--- src/rtl/pe_relay_pkg.sv ---
// pe_relay_pkg: shared definitions for the pe_relay block.
//   - Default channel widths and buffer depth used as parameter defaults.
//   - lvl_w(): width of an occupancy counter able to hold 0..depth.
package pe_relay_pkg;

  localparam int WEST_WIDTH_DEF  = 134;
  localparam int NORTH_WIDTH_DEF = 130;
  localparam int SOUTH_WIDTH_DEF = 164;
  localparam int EAST_WIDTH_DEF  = 130;
  localparam int DEPTH_DEF       = 4;

  // Occupancy runs 0..depth inclusive, hence depth+1 states.
  function automatic int lvl_w(input int depth);
    return $clog2(depth + 1);
  endfunction

endpackage

--- src/rtl/pe_relay_fifo.sv ---
// pe_relay_fifo: one buffered relay channel (synchronous FIFO).
// Ports:
//   clk, reset       - clock; asynchronous active-low reset
//   ap_start         - enables the output side (pops and out_valid)
//   flush            - synchronous clear of level and pointers
//   in_data/in_valid/in_ready    - write side handshake
//   out_data/out_valid/out_ready - read side handshake
//   level            - current occupancy
module pe_relay_fifo
  import pe_relay_pkg::*;
#(
  parameter int WIDTH = 8,
  parameter int DEPTH = DEPTH_DEF
) (
  input  logic                      clk,
  input  logic                      reset,
  input  logic                      ap_start,
  input  logic                      flush,
  input  logic [WIDTH-1:0]          in_data,
  input  logic                      in_valid,
  output logic                      in_ready,
  output logic [WIDTH-1:0]          out_data,
  output logic                      out_valid,
  input  logic                      out_ready,
  output logic [lvl_w(DEPTH)-1:0]   level
);

  localparam int PTR_W = $clog2(DEPTH);
  localparam int LVL_W = lvl_w(DEPTH);
  localparam logic [LVL_W-1:0] FULL_LVL = LVL_W'(DEPTH);

  logic [WIDTH-1:0] mem_q [DEPTH];
  logic [PTR_W-1:0] wr_ptr_q, wr_ptr_d;
  logic [PTR_W-1:0] rd_ptr_q, rd_ptr_d;
  logic [LVL_W-1:0] level_q, level_d;
  logic [WIDTH-1:0] last_q, last_d;
  logic             push, pop;

  // Ready depends only on stored occupancy and reset, never on out_ready.
  assign in_ready  = reset && (level_q != FULL_LVL);
  assign out_valid = ap_start && (level_q != '0);

  // Flush overrides any handshake in the same cycle.
  assign push = in_valid && in_ready && !flush;
  assign pop  = out_valid && out_ready && !flush;

  // When empty, present the most recently popped word (zero after reset).
  assign out_data = (level_q != '0) ? mem_q[rd_ptr_q] : last_q;
  assign level    = level_q;

  always_comb begin
    wr_ptr_d = wr_ptr_q;
    rd_ptr_d = rd_ptr_q;
    level_d  = level_q;
    last_d   = last_q;
    // DEPTH is a power of two, so plain increment wraps modulo DEPTH.
    if (push) wr_ptr_d = wr_ptr_q + PTR_W'(1);
    if (pop) begin
      rd_ptr_d = rd_ptr_q + PTR_W'(1);
      last_d   = mem_q[rd_ptr_q];
    end
    case ({push, pop})
      2'b10:   level_d = level_q + LVL_W'(1);
      2'b01:   level_d = level_q - LVL_W'(1);
      default: level_d = level_q;
    endcase
    if (flush) begin
      wr_ptr_d = '0;
      rd_ptr_d = '0;
      level_d  = '0;
    end
  end

  always_ff @(posedge clk or negedge reset) begin
    if (!reset) begin
      wr_ptr_q <= '0;
      rd_ptr_q <= '0;
      level_q  <= '0;
      last_q   <= '0;
    end else begin
      wr_ptr_q <= wr_ptr_d;
      rd_ptr_q <= rd_ptr_d;
      level_q  <= level_d;
      last_q   <= last_d;
    end
  end

  // Storage needs no reset: it is only observed while level is non-zero.
  always_ff @(posedge clk) begin
    if (push) mem_q[wr_ptr_q] <= in_data;
  end

endmodule

--- src/rtl/pe_relay.sv ---
// pe_relay: four independent buffered channels (west, north, south, east).
// Each in_from_D stream is relayed in order to out_to_D through its own FIFO.
// Ports:
//   clk, reset (async, active-low), ap_start (output-side enable), flush
//   per D: in_from_D / _valid / _ready, out_to_D / _valid / _ready, D_level
module pe_relay
  import pe_relay_pkg::*;
#(
  parameter int WEST_WIDTH  = WEST_WIDTH_DEF,
  parameter int NORTH_WIDTH = NORTH_WIDTH_DEF,
  parameter int SOUTH_WIDTH = SOUTH_WIDTH_DEF,
  parameter int EAST_WIDTH  = EAST_WIDTH_DEF,
  parameter int DEPTH       = DEPTH_DEF
) (
  input  logic                     clk,
  input  logic                     reset,
  input  logic                     ap_start,
  input  logic                     flush,
  input  logic [WEST_WIDTH-1:0]    in_from_west,
  input  logic                     in_from_west_valid,
  output logic                     in_from_west_ready,
  output logic [WEST_WIDTH-1:0]    out_to_west,
  output logic                     out_to_west_valid,
  input  logic                     out_to_west_ready,
  output logic [lvl_w(DEPTH)-1:0]  west_level,
  input  logic [NORTH_WIDTH-1:0]   in_from_north,
  input  logic                     in_from_north_valid,
  output logic                     in_from_north_ready,
  output logic [NORTH_WIDTH-1:0]   out_to_north,
  output logic                     out_to_north_valid,
  input  logic                     out_to_north_ready,
  output logic [lvl_w(DEPTH)-1:0]  north_level,
  input  logic [SOUTH_WIDTH-1:0]   in_from_south,
  input  logic                     in_from_south_valid,
  output logic                     in_from_south_ready,
  output logic [SOUTH_WIDTH-1:0]   out_to_south,
  output logic                     out_to_south_valid,
  input  logic                     out_to_south_ready,
  output logic [lvl_w(DEPTH)-1:0]  south_level,
  input  logic [EAST_WIDTH-1:0]    in_from_east,
  input  logic                     in_from_east_valid,
  output logic                     in_from_east_ready,
  output logic [EAST_WIDTH-1:0]    out_to_east,
  output logic                     out_to_east_valid,
  input  logic                     out_to_east_ready,
  output logic [lvl_w(DEPTH)-1:0]  east_level
);

  pe_relay_fifo #(.WIDTH(WEST_WIDTH), .DEPTH(DEPTH)) u_west (
    .clk(clk), .reset(reset), .ap_start(ap_start), .flush(flush),
    .in_data(in_from_west), .in_valid(in_from_west_valid), .in_ready(in_from_west_ready),
    .out_data(out_to_west), .out_valid(out_to_west_valid), .out_ready(out_to_west_ready),
    .level(west_level)
  );

  pe_relay_fifo #(.WIDTH(NORTH_WIDTH), .DEPTH(DEPTH)) u_north (
    .clk(clk), .reset(reset), .ap_start(ap_start), .flush(flush),
    .in_data(in_from_north), .in_valid(in_from_north_valid), .in_ready(in_from_north_ready),
    .out_data(out_to_north), .out_valid(out_to_north_valid), .out_ready(out_to_north_ready),
    .level(north_level)
  );

  pe_relay_fifo #(.WIDTH(SOUTH_WIDTH), .DEPTH(DEPTH)) u_south (
    .clk(clk), .reset(reset), .ap_start(ap_start), .flush(flush),
    .in_data(in_from_south), .in_valid(in_from_south_valid), .in_ready(in_from_south_ready),
    .out_data(out_to_south), .out_valid(out_to_south_valid), .out_ready(out_to_south_ready),
    .level(south_level)
  );

  pe_relay_fifo #(.WIDTH(EAST_WIDTH), .DEPTH(DEPTH)) u_east (
    .clk(clk), .reset(reset), .ap_start(ap_start), .flush(flush),
    .in_data(in_from_east), .in_valid(in_from_east_valid), .in_ready(in_from_east_ready),
    .out_data(out_to_east), .out_valid(out_to_east_valid), .out_ready(out_to_east_ready),
    .level(east_level)
  );

endmodule

--- config.mk ---
export PLATFORM = sky130hd
export DESIGN_NAME = pe_relay
export DESIGN_NICKNAME = d
export VERILOG_FILES = /design/src/rtl/pe_relay_pkg.sv /design/src/rtl/pe_relay_fifo.sv /design/src/rtl/pe_relay.sv
export SDC_FILE = /design/constraint.sdc
export NUM_CORES = 2
export LEC_CHECK = 0
export CORE_ASPECT_RATIO = 1.2
export CORE_MARGIN = 8
export CORE_UTILIZATION = 35
export CTS_CLUSTER_DIAMETER = 120
export DETAILED_ROUTE_END_ITERATION = 12
export GPL_TIMING_DRIVEN = 0
export MAX_ROUTING_LAYER = met4
export REMOVE_ABC_BUFFERS = 1
export SLEW_MARGIN = 10
export SYNTH_ARGS = -nofsm -noshare
export SYNTH_HDL_FRONTEND = slang
export SYNTH_SLANG_ARGS = --single-unit
--- constraint.sdc ---
create_clock -name clk -period 11.9 [get_ports clk]
set_input_delay 2.38 -clock clk [delete_from_list [all_inputs] [get_ports clk]]
set_output_delay 2.38 -clock clk [all_outputs]
set_load 0.005 [all_outputs]
==> reports/summary.md <==
The run finished with clean final reports. The initial antenna violation count is 132, and the total power density per cell area is 200.4 mW/mm^2. The run gives 209.0 mm as the detailed placer's ending HPWL. Setup repair after global routing left no endpoint under its margin. The run gives 311.7 mm as the post-detailed-routing wire length. For the pin with the worst max-slew slack, the measured transition is 1.066 ns.

Once the floorplan was initialized, standard cells occupied 35.17% of the core. The worst register-to-register path ends at u_east.last_q[6]. The worst hold path was traced through 2 stages.

The clock network latency to the later pin of the worst-skew pair came out at 0.90 ns. For the cell area after synthesis, the log shows 0.1100 sq mm. Endpoint type of the worst setup path: an output port.

The mean instance size in the synthesized netlist works out to 19.75 sq um. Setup violations remaining at the end of the flow were counted as 0. Once placement finished, the instance area stood at 0.1291 sq mm. The worst setup path is launched from an input port. The number of pins with negative max-slew slack in the final report was 0.

The synthesized design contains 2818 register bits. Relative to the synthesized area, the layout overhead comes to 26.39%. Data on the critical path arrives at its endpoint at 4.45 ns.

Yosys attributes the largest share of cell area to sky130_fd_sc_hd__edfxtp_1, sky130_fd_sc_hd__dfrtp_1, sky130_fd_sc_hd__mux4_2, sky130_fd_sc_hd__mux2_2, sky130_fd_sc_hd__nand2_1. The count of buffers added on input and output ports is 1147. The class of the tightest hold or removal check was reg -> reg.

The number of nets in the layout is 7458, and the number of sinks driven by the clock tree is 2818. The most frequent cell after synthesis is sky130_fd_sc_hd__edfxtp_1. The root buffer cell chosen for the clock tree is sky130_fd_sc_hd__clkbuf_16. The filler cell count was 26520; the number of global-route vias before repair was 60470. In the final routed layout, each cell accounts on average for 27.34 um. The synthesized netlist devotes 3.507% of its cell area to simple gates. Headroom to the max-slew limit came out at 28.76%. The top flip-flop cell by instance count after synthesis is sky130_fd_sc_hd__edfxtp_1. The portion of synthesized area spent on multiplexers is 20.24%. The count of cells along the worst register-to-register path came out at 6.

Using the TritonRoute via totals, the vias-per-cell ratio works out to 5.024. Summing the areas of all compound-gate instances in the mapped netlist gives 0.2787% of the synthesized area. Counting tap cells, the placed design contains a total of 10770 instances. Summing all non-filler instances in the final layout gives an area of 0.1390 sq mm. The number of enable-type register cells in the synthesized netlist works out to 2232. The pin count of the biggest net entering global routing is 83.

Number of different library cells in the post-synthesis netlist: 50. Of all cell types, the one taking the most synthesized area is sky130_fd_sc_hd__edfxtp_1. The clock network is responsible for 33.1% of the overall power.

The share of total power dissipated in sequential elements is 43.9%. After routing, the total negative slack on setup checks comes to 0 ns. Once layout is complete, the cells apart from fillers number 11400.

The number of rows created at floorplan was 225; the number of hold violations in the final report was 0. Counting every instance in the synthesized netlist gives 5569. For this run, design rule violations remaining after detail routing come to 0.

The die covers 0.3325 sq mm. The die is 527.8 um wide. The clock passes through at most 4 buffers. The iteration-0 DRC count of the detailed router is 3955. The beginning of the worst register-to-register path was u_east.level[0]. For this run, the number of Yosys warnings is 0.

STA puts the critical path data required time at 9.52 ns. The worst clock skew is 0.06938 ns. Along the worst path, the maximum fanout reaches 72. The global placer's final weighted congestion came out at 0.7870.

Total power for the finished layout comes to 27860 uW. The run gives 146.3 MHz as the highest attainable clock frequency. Clock-pin slew was measured on the worst setup and hold paths at 0.06 ns. In this run the most critical hold path is launched from u_north.last_q[92]. For the quantity of hold-fixing buffers added after cts, the log shows 0.

Across all register-to-register paths, the minimum setup slack is 8.64 ns. The die is 630.1 um tall. The total number of H-tree levels was 5. The switching part of the total was 25.94%.

The share of flip-flops with an asynchronous set or reset was 20.79%. Registers take 0.08172 sq mm. The synthesized netlist devotes 0.2548% of its cell area to adder and majority cells. The total grt overflow is 0, and the portion of synthesized cell area occupied by the leading cell type is 60.94%.

For this run, the detailed router's first-pass iteration total came to 5. Once routing completed, OpenROAD measured the worst setup slack at 5.065 ns. The number of max-cap violations was 0.

The path with the worst hold slack has its endpoint at u_north.last_q[92]. Dividing the final minimum period by the clock period gives 57.43%. Clock tree synthesis inserted a total of 297 buffers. The area of the core is 0.3128 sq mm, and the I/O pin count is 1148. In the final layout, the share of cells above drive strength 1 is 28.13%. The detailed router placed 57270 vias in this run. TritonCTS built the clock tree.

The first global-routing pass estimated 443.3 mm of wire. Post-CTS repair changed the size of 0 cells. The logs give 23.0% for the relative contribution of combinational cells to total power and 7227 uW for the power dissipated by switching net loads. For the total global routing track utilization, the log shows 18.64%. After synthesis, the largest family of logic cells by area is multiplexers. Worst slack after detailed placement: 4.981 ns.

The internal power of the cells totals 20640 uW. The proportion of synthesized chip area in sequential cells was 74.27%. IR analysis of the VDD net gives a maximum drop of 0.1459 mV.

Sorting the synthesized cells by how often they occur yields sky130_fd_sc_hd__edfxtp_1, sky130_fd_sc_hd__nand2_1, sky130_fd_sc_hd__mux2_2, sky130_fd_sc_hd__dfrtp_1, sky130_fd_sc_hd__mux4_2. In this run the post-CTS setup repair buffer count came out at 0. The minimum clock period after layout is 6.835 ns. The start-to-end type of the worst setup path was in -> out. In the final layout, the multi-input gates occupy 0.02695 sq mm. The xor and xnor fraction of the mapped netlist area is 0.1354%, and the leakage power total is 0.04769 uW. Once detail routing completed, the nets flagged for antenna violations numbered 0.
## worst max path at each step
| stage | from | cells past startpoint | slack, ns | to |
|---|---|---|---|---|
| 2_1_floorplan | u_south.level[2] | 6 | 1.77 | u_south.level[2] |
| 3_3_place_gp | reset | 5 | -29.02 | u_south.mem_q[3][79] |
| 3_5_place_dp | reset | 4 | 4.98 | in_from_north_ready |
| 4_1_cts | u_south.rd_ptr_q[0] | 8 | 4.92 | out_to_south[23] |
| 5_1_grt | u_south.rd_ptr_q[0] | 8 | 4.87 | out_to_south[23] |
| 6_report | reset | 4 | 5.07 | in_from_north_ready |
## cell families (layout without fill, tap and decap cells)
logic type / count (synthesis) / count (layout)
XOR/XNOR: 17 / 17
adder cells (fa/ha/maj): 20 / 20
AO/OA/AOI/OAI: 41 / 41
other: 0 / 88
flip-flops: 2818 / 2818
multiplexers: 1386 / 1386
buffers and inverters: 303 / 1847
AND/OR/NAND/NOR: 984 / 984
## cell type report
type / count / area share [%]
tap: 4199 / 3.779
clock inverter: 130 / 1.037
timing repair buffer: 1292 / 10.88
clock buffer: 414 / 5.945
sequential: 2818 / 58.78
antenna: 88 / 0.1584
multi-input combinational: 2448 / 19.39
inverter: 11 / 0.02970
## worst max-delay path, cell delays in order
cell                              delay, ns
sky130_fd_sc_hd__buf_8                 0.30
sky130_fd_sc_hd__buf_16                0.37
sky130_fd_sc_hd__a21boi_0              0.38
sky130_fd_sc_hd__clkdlybuf4s50_1       0.80
## placed cells by master, fill, tap and decap left out, types with 5 or more instances in the layout
master / Yosys / final
sky130_fd_sc_hd__clkbuf_1: 105 / 80
sky130_fd_sc_hd__a21oi_1: 10 / 10
sky130_fd_sc_hd__clkinvlp_4: 0 / 10
sky130_fd_sc_hd__dfrtp_1: 586 / 578
sky130_fd_sc_hd__nor2_1: 25 / 23
sky130_fd_sc_hd__buf_8: 11 / 9
sky130_fd_sc_hd__clkdlybuf4s50_1: 0 / 1144
sky130_fd_sc_hd__a21boi_0: 5 / 5
sky130_fd_sc_hd__ha_1: 16 / 16
sky130_fd_sc_hd__mux2_2: 724 / 724
sky130_fd_sc_hd__buf_12: 0 / 32
sky130_fd_sc_hd__clkinv_8: 0 / 9
sky130_fd_sc_hd__dfrtp_4: 0 / 8
sky130_fd_sc_hd__clkinv_2: 0 / 37
sky130_fd_sc_hd__xnor2_1: 6 / 6
sky130_fd_sc_hd__bufinv_16: 0 / 19
sky130_fd_sc_hd__clkbuf_8: 0 / 35
sky130_fd_sc_hd__and2_1: 21 / 5
sky130_fd_sc_hd__inv_6: 0 / 12
sky130_fd_sc_hd__nand2_1: 902 / 902
sky130_fd_sc_hd__diode_2: 0 / 88
sky130_fd_sc_hd__clkbuf_16: 0 / 299
sky130_fd_sc_hd__edfxtp_1: 2232 / 2232
sky130_fd_sc_hd__mux4_2: 558 / 558
sky130_fd_sc_hd__mux2_4: 100 / 100
sky130_fd_sc_hd__clkinv_1: 0 / 30
sky130_fd_sc_hd__inv_1: 11 / 11
sky130_fd_sc_hd__buf_16: 0 / 105
sky130_fd_sc_hd__xor2_1: 11 / 11
sky130_fd_sc_hd__and2_4: 0 / 16
## per-stage QoR
step                utilization [%]  hold slack, ns
finish                        44.45          0.4662
global route                  44.44          0.4838
CTS                           44.38          0.4733
detailed placement            41.27          0.4584
global placement              40.07          0.4531
floorplan                         -          0.4418
## power groups by stage
stage | combinational (uW) | sequential (uW) | clock, uW
CTS | 6540 | 12200 | 9490
floorplan | 2790 | 12300 | 0
detailed placement | 6500 | 12400 | 0
global route | 6820 | 12300 | 9820
global placement | 6540 | 12500 | 0
finish | 6420 | 12200 | 9220
## registers in the layout, indices dropped and copies added (netlist names)
signal,flops
u_east.last_q,130
u_east.level,3
u_east.mem_q,520
u_east.rd_ptr_q,2
u_east.wr_ptr_q,2
u_north.last_q,130
u_north.level,3
u_north.mem_q,520
u_north.rd_ptr_q,2
u_north.wr_ptr_q,2
u_south.last_q,164
u_south.level,3
u_south.mem_q,656
u_south.rd_ptr_q,2
u_south.wr_ptr_q,2
u_west.last_q,134
u_west.level,3
u_west.mem_q,536
u_west.rd_ptr_q,2
u_west.wr_ptr_q,2
## metal layers
metal	up-vias	wire (um)	track usage, %
met5	-	0	-
met4	0	10070	5.543
met3	466	27290	6.140
met2	1914	152900	30.47
met1	30390	121400	22.07
li1	24510	-	-
(Power assumes the default switching activity.)
